File: src/rtl/input_port_writer_if.sv
// rtl/input_port_writer_if.sv - line-side word stream into the input port writer
interface input_port_writer_if;
  logic [31:0] in_data;
  logic        in_valid;
  logic        in_ready;

  modport master (output in_data, output in_valid, input in_ready);
  modport slave  (input in_data, input in_valid, output in_ready);
endinterface

File: src/rtl/input_port_writer.sv
// rtl/input_port_writer.sv - writes accepted non-zero line words into the input RAM
// and publishes the next free address and occupancy to the scheduler.
module input_port_writer #(
  parameter logic [11:0] ALMOST_FULL_TH = 12'd4032,
  parameter logic [11:0] LAST_ADDR      = 12'd4095
) (
  input  logic                clk,
  input  logic                rst_n,
  input_port_writer_if.slave  in_if,
  output logic [31:0]         ram_wr_data,
  output logic [11:0]         ram_wr_add,
  output logic                ram_wren,
  output logic [11:0]         input_ram_wr_add,
  input  logic [11:0]         input_ram_rd_add,
  output logic [11:0]         occupancy,
  output logic                almost_full,
  output logic [15:0]         null_count,
  output logic                ptr_err
);

  typedef enum logic [1:0] {IDLE, WRITE, FULL} state_t;

  localparam logic [11:0] LAST_M1 = LAST_ADDR - 12'd1;

  state_t      state_q, state_d;
  logic        in_ready_q, in_ready_d;
  logic        xfer, is_null, rd_ahead;
  logic [11:0] ptr_next;

  assign in_if.in_ready = in_ready_q;
  assign ram_wren       = (state_q == WRITE);

  always_comb begin
    // The pointer advances as the WRITE cycle ends, so a word accepted on that
    // same edge lands at the already-advanced address.
    ptr_next   = input_ram_wr_add + {11'd0, (state_q == WRITE)};
    xfer       = in_if.in_valid && in_ready_q && (state_q != FULL);
    is_null    = (in_if.in_data == 32'd0);
    state_d    = IDLE;
    in_ready_d = 1'b1;
    if (state_q == FULL || ptr_next == LAST_ADDR)
      state_d = FULL;
    else if (xfer && !is_null)
      state_d = WRITE;
    // Stop accepting once the word in flight claims the last usable address.
    if (state_d == FULL || (xfer && ptr_next == LAST_M1))
      in_ready_d = 1'b0;
  end

  always_ff @(posedge clk or negedge rst_n) begin
    if (!rst_n) begin
      state_q          <= IDLE;
      in_ready_q       <= 1'b0;
      ram_wr_add       <= 12'd0;
      ram_wr_data      <= 32'd0;
      input_ram_wr_add <= 12'd1;
      null_count       <= 16'd0;
      ptr_err          <= 1'b0;
    end else begin
      state_q          <= state_d;
      in_ready_q       <= in_ready_d;
      input_ram_wr_add <= ptr_next;
      if (xfer && !is_null) begin
        ram_wr_add  <= ptr_next;
        ram_wr_data <= in_if.in_data;
      end
      if (xfer && is_null && null_count != 16'hFFFF)
        null_count <= null_count + 16'd1;
      if (rd_ahead)
        ptr_err <= 1'b1;
    end
  end

  always_comb begin
    rd_ahead    = (input_ram_rd_add > input_ram_wr_add);
    occupancy   = rd_ahead ? 12'd0 : (input_ram_wr_add - input_ram_rd_add);
    almost_full = (occupancy >= ALMOST_FULL_TH);
  end

endmodule

File: src/flat_wrapper.sv
// flat-port wrapper written by rule: the top's interface ports become plain ports
module input_port_writer_flat 
#(
  parameter logic [11:0] ALMOST_FULL_TH = 12'd4032,
  parameter logic [11:0] LAST_ADDR      = 12'd4095
)
  (clk, rst_n, ram_wr_data, ram_wr_add, ram_wren, input_ram_wr_add, input_ram_rd_add, occupancy, almost_full, null_count, ptr_err, in_if_in_data, in_if_in_valid, in_if_in_ready);
  input_port_writer_if in_if_i ();
  input  logic clk;
  input  logic rst_n;
  output logic [31:0] ram_wr_data;
  output logic [11:0] ram_wr_add;
  output logic ram_wren;
  output logic [11:0] input_ram_wr_add;
  input  logic [11:0] input_ram_rd_add;
  output logic [11:0] occupancy;
  output logic almost_full;
  output logic [15:0] null_count;
  output logic ptr_err;
  input wire logic [$bits(in_if_i.in_data)-1:0] in_if_in_data;
  input wire logic [$bits(in_if_i.in_valid)-1:0] in_if_in_valid;
  output wire logic [$bits(in_if_i.in_ready)-1:0] in_if_in_ready;
  assign in_if_i.in_data = in_if_in_data;
  assign in_if_i.in_valid = in_if_in_valid;
  assign in_if_in_ready = in_if_i.in_ready;
  input_port_writer #(.ALMOST_FULL_TH(ALMOST_FULL_TH), .LAST_ADDR(LAST_ADDR)) u_core (.clk(clk), .rst_n(rst_n), .in_if(in_if_i), .ram_wr_data(ram_wr_data), .ram_wr_add(ram_wr_add), .ram_wren(ram_wren), .input_ram_wr_add(input_ram_wr_add), .input_ram_rd_add(input_ram_rd_add), .occupancy(occupancy), .almost_full(almost_full), .null_count(null_count), .ptr_err(ptr_err));
endmodule
File: config.mk
export PLATFORM = sky130hd
export DESIGN_NAME = input_port_writer_flat
export DESIGN_NICKNAME = d
export VERILOG_FILES = /design/src/rtl/input_port_writer_if.sv /design/src/rtl/input_port_writer.sv /design/src/flat_wrapper.sv
export SDC_FILE = /design/constraint.sdc
export NUM_CORES = 1
export LEC_CHECK = 0
export CAP_MARGIN = 5
export CORE_MARGIN = 2
export CORE_UTILIZATION = 38
export CTS_CLUSTER_SIZE = 16
export DETAILED_ROUTE_END_ITERATION = 6
export PLACE_DENSITY = 0.79
export SLEW_MARGIN = 20
export SYNTH_ARGS = -nofsm -noshare
export SYNTH_HDL_FRONTEND = slang
export SYNTH_SLANG_ARGS = --single-unit
export TNS_END_PERCENT = 30
File: constraint.sdc
create_clock -name clk -period 2.6 [get_ports clk]
set_input_delay 0.39 -clock clk [delete_from_list [all_inputs] [get_ports clk]]
set_output_delay 0.39 -clock clk [all_outputs]
set_load 0.03 [all_outputs]
======== Word-level counts from Yosys, hierarchy flattened ========
Index checks and enable logic that the tools add are counted.
cells by class
  reductions and logical operators ........ 10
  $lt $le $gt $ge ......................... 2
  equal/unequal tests ..................... 7
  add/subtract/negate cells ............... 3
  multiplexer cells ....................... 4
operators by type and width
  operator                                                    number
  logical NOT 32 bit                                          1
  equality test 12 bit (second input constant)                2
  adder 16 x 1 -> 16 bit (second input constant)              1
  inequality test 16 bit (second input constant)              1
  adder 12 x 1 -> 12 bit                                      1
  greater-or-equal comparator 12 bit (second input constant)  1
  > comparator 12 bit                                         1
  two-way mux 12 bit                                          1
  subtractor 12 bit                                           1
  logical AND 1 bit                                           6
  equality test 2 bit (second input constant)                 2
  equality test 2 x 1 -> 1 bit (second input constant)        1
  logical OR 1 bit                                            2
  two-way mux 1 bit                                           2
  two-way mux 2 bit                                           1
  inequality test 2 bit (second input constant)               1
  logical NOT 1 bit                                           1
storage, ports and cells
  word-level logic and storage cells ...... 33
  flip-flop bits (word level) ............. 76

======== Depth between registers and ports, before layout ========
  depth after elaboration ................. 8
  mapped depth ............................ 10
  gate-level depth less buffers ........... 9

======== Worst setup path after synthesis ========
Ideal clock, no wire load.
  path kind ............................... register to output
  from .................................... register u_core.input_ram_wr_add[0]
  to ...................................... output port almost_full
  slack ................................... -770 ps
  stages on the path, launching flop included .. 10
  arrival time ............................ 2980 ps
  cell sequence ........................... dfstp_2 inv_1 ha_1 fa_1 nor2b_1 o31ai_1 and2_1 xor2_1 nand4b_1 nor4_1
on the way
  word-level cells in the longest chain between the ends .. 3
RTL lines
  item                                                             line                                              source
  start, declared                                                  input_port_writer.sv:13                           output logic [11:0] input_ram_wr_add,
  start signal, assigned                                           input_port_writer.sv:62                           input_ram_wr_add <= ptr_next;
  subtractor 12 bit / > comparator 12 bit (equally long branches)  input_port_writer.sv:76, input_port_writer.sv:75
  two-way mux 12 bit (*)                                           input_port_writer.sv:76                           occupancy = rd_ahead ? 12'd0 : (input_ram_wr_add - input_ram_rd_add);
  greater-or-equal comparator 12 bit (*)                           input_port_writer.sv:77                           almost_full = (occupancy >= ALMOST_FULL_TH);
  end, declared                                                    flat_wrapper.sv:17                                output logic almost_full;
Mark *: on every way between the ends. The rest lies on a longest branch, timed or not.

======== Final worst setup path ========
  from .................................... register u_core.input_ram_wr_add[0]
  to ...................................... output port occupancy[2]
on the way
  word-level cells in the longest chain between the ends .. 2
RTL lines
  item                                                             line                                              source
  subtractor 12 bit / > comparator 12 bit (equally long branches)  input_port_writer.sv:76, input_port_writer.sv:75
  two-way mux 12 bit (*)                                           input_port_writer.sv:76
  end, declared                                                    flat_wrapper.sv:16                                output logic [11:0] occupancy;
Marks and branches as above.

==> results by group <==
Status
  • Outcome: finished with violations
  • Failing checks: setup timing

CTS
  • CTS max path bufs: 2
  • Clk root buf: clkbuf_8
  • CTS tree: built
  • Sink Count: 76
  • Clock slew at reported path FFs: around 0.08 ns
  • Hold_buf cts: 0
  • Clock Latency Late Sink: 0.34 ns
  • CTS buffer count: 9
  • # H-tree levels: 3

Layout
  • FILL cells: between 700 and 800
  • Post-Layout Cell Count: 697
  • Final instance area: ~0.0065 mm^2
  • Multi-input logic area: around 0.0022 mm^2
  • Layout area overhead: 64.06%
  • Final #Nets: 620
  • Final core occ: 63.59%
  • Diode count: 0
  • Share of layout cells above drive strength 1: approximately a third
  • Seq. cell area: 0.001904 mm^2

Logic synthesis
  • Post-synth EDFFs: 0
  • Largest family of logic cells by synthesized area: simple AND/OR/NAND/NOR gates
  • Post-synthesis adder-cell area fraction: between 5 and 6%
  • Yosys warning count: 0
  • Share of the synthesized area in the top cell type: 47.54%
  • Synth Net Count: 420
  • Synth area leader: dfrtp_1
  • Post-Synth XOR/XNOR Area: ~6.2%
  • Sequential area share after synthesis: roughly 48%
  • Count leader, synth: dfrtp_1
  • Area contributors post-synth: dfrtp_1 48%, mux2_2 11%, ha_1 5.1%
  • Synth top cells by count: 75 x dfrtp_1, 40 x mux2_2, 21 x nand2_1
  • Post-Synth Simple-Gate Area: around 16%
  • Cells after synthesis: between 300 and 400
  • Post-synthesis mux area share: approximately an eighth
  • Mapped Area: roughly 0.0039 mm^2
  • Ys flop type: dfrtp_1
  • Syn avg cell area: 11.09 um^2
  • Synth cell types: 51
  • FF+latch count, synth: 76
  • Async S/R FF share, synth: between 90% and 100%
  • Compound-gate portion of the synthesized area: under 10%

STA
  • Hold Slack: approximately 0.0072 ns
  • Clock Skew: 0.01006 ns
  • Setup WS post-layout: -0.5917 ns
  • Minimum clock period after layout: between 3 and 4 ns
  • Finish-stage setup viols: 13
  • RSZ-0062 raised after global routing: yes
  • FMAX: 0.3133 GHz
  • Fin. Hold Viols: 0
  • Post-route clock period utilization: 122.8%
  • Worst-margin pin slew: 0.5561 ns
  • Rel. slew slack: between 60 and 70%
  • TNS Setup: -5.326 ns
  • Max Slew Vio Count: 0

Global routing
  • Antenna violations before repair: 0
  • Total grt overflow: 0
  • Largest net degree at the start of global routing: between 40 and 50
  • Global-route wire length before repair: around 18,000 um
  • Met3 GRT Util: 4.537%
  • All-Layer GR Usage: 19.33%
  • Gr busiest metal: met2
  • Met2 Use GR: between 30% and 40%
  • Vias in the first global route: 3,651
  • GR Util met1: between 20% and 30%

Worst setup path
  • RR Endpoint: u_core.ptr_err
  • CP arrival: between 2 and 3 ns
  • Reg-to-reg slack, setup: 0.12 ns
  • Worst Setup EP: occupancy[2]
  • CP startpoint: u_core.input_ram_wr_add[0]
  • CP Class: reg -> out
  • Reg2reg path depth: 11
  • RR Startpoint: u_core.input_ram_wr_add[0]
  • Critical Path Start Type: flop
  • Worst setup EP type: output pin
  • Worst Path Required: 2.21 ns
  • CP max FO: 6

Power and ir drop
  • Switch Pwr: ~1.6 mW
  • Comb pwr share: between 40% and 50%
  • Cell area power density: 676.2 mW/mm^2
  • Flop pwr share: between 30% and 40%
  • Worst VDD drop: around 0.00056 V
  • Static Leakage: 2.872 nW
  • Switching Share: between 30 and 40%
  • Internal: 2.763 mW
  • Design Power: about 4.4 mW
  • Clock power frac: 20.2%

Placement
  • Placer congestion estimate: 0.9327
  • Port Buffer Count: approximately 130
  • Post-place setup slack: -0.7451 ns
  • DP HPWL: ~8500 um
  • Placed cell area: roughly 0.0059 mm^2
  • Inst Count DP: 667

Drt
  • DRT antenna net count: 0
  • DRC: 0
  • Via density: roughly 5.2
  • Routed WL: approximately 11,000 um
  • Vias: between 3,000 and 4,000
  • DRT iter0 DRCs: between 100 and 150
  • Wire length per cell: 16.06 um
  • First-pass DRT Iterations: 4

Die
  • Starting Density: ~39%
  • Core Footprint: about 0.01 mm^2
  • Chip width: approximately 110 um
  • FP Rows: 37
  • Die Ht: 105.9 um
  • Die area: about 0.011 mm^2
  • Io pins: 135

Hold path
  • Hold/Removal Path Class: in -> async

Flow run
  • Max Cap Viol: 0
-- sequential cells by signal (all words and copies together) (netlist names) --
signal / cells
u_core.ram_wr_data: 32
u_core.null_count: 16
u_core.ram_wr_add: 12
u_core.input_ram_wr_add: 12
u_core.in_if.in_ready: 1
u_core.state_q: 2
u_core.ptr_err: 1
-- how the worst min path moves through the flow --
| stage | startpoint | to |
|---|---|---|
| 2_1_floorplan | rst_n | u_core.in_if.in_ready |
| 3_3_place_gp | rst_n | u_core.ptr_err |
| 3_5_place_dp | rst_n | u_core.ptr_err |
| 4_1_cts | rst_n | u_core.ptr_err |
| 5_1_grt | rst_n | u_core.ptr_err |
| 6_report | rst_n | u_core.ptr_err |
-- kinds of logic (layout without fill, tap and decap cells) --
family | after synthesis | in the layout
DFF | 76 | 76
muxes | 41 | 41
AOI/OAI and AO/OA | 48 | 48
adders and majority gates | 17 | 17
buffers and inverters | 31 | 236
xor gates and xnor gates | 28 | 28
and+or+nand+nor | 115 | 115
-- layout by cell type (no fill, tap or decap), types with 9 or more instances in the layout --
cell type	instances
buf_4	58
buf_6	19
clkbuf_8	9
clkdlybuf4s50_1	113
dfrtp_1	74
inv_1	13
mux2_2	40
nand2_1	20
nand3_1	19
nand4_1	10
xnor2_1	17
xor2_1	11
-- critical path: stages (launching register included) --
cell     delay (ns)
dfstp_2        0.55
inv_2          0.05
ha_4           0.15
fa_2           0.36
nor2b_4        0.15
o31ai_4        0.08
and2_4         0.16
buf_4          0.13
o21a_4         0.22
buf_6          0.14
buf_4          0.13
nor3_2         0.14
buf_4          0.18
-- power by group through the flow --
stage                     logic [mW]  registers [mW]  clock network (mW)
after floorplan                0.592            1.78                   0
after global placement          1.69            1.45                   0
after detailed placement        1.74            1.45                   0
after CTS                       1.80            1.43               0.906
after global routing            2.18            1.46               0.948
final                           2.05            1.44               0.882
-- layout make-up --
| class | instances | area share [%] |
|---|---|---|
| clock buffer | 10 | 1.971 |
| clock inverter | 6 | 1.005 |
| inverter | 20 | 1.159 |
| multi-input combinational | 249 | 34.29 |
| sequential | 76 | 29.41 |
| tap | 136 | 2.628 |
| timing repair buffer | 200 | 29.54 |
-- repair_timing --
item | CTS | global route
pin swaps | 4 | 19
buffers inserted | 3 | 11
gates resized for setup | 47 | 67
endpoints found under the setup margin | 13 | 16
-- metal layers --
layer / wire length (um) / part of all wire [%] / vias to the layer above
li1: - / - / 1684
met1: 4621 / 41 / 1771
met2: 5641 / 50 / 125
met3: 713 / 6.4 / 22
met4: 218 / 1.9 / 0
met5: 0 / 0 / -
No activity file was read; power rests on OpenSTA's default activity.
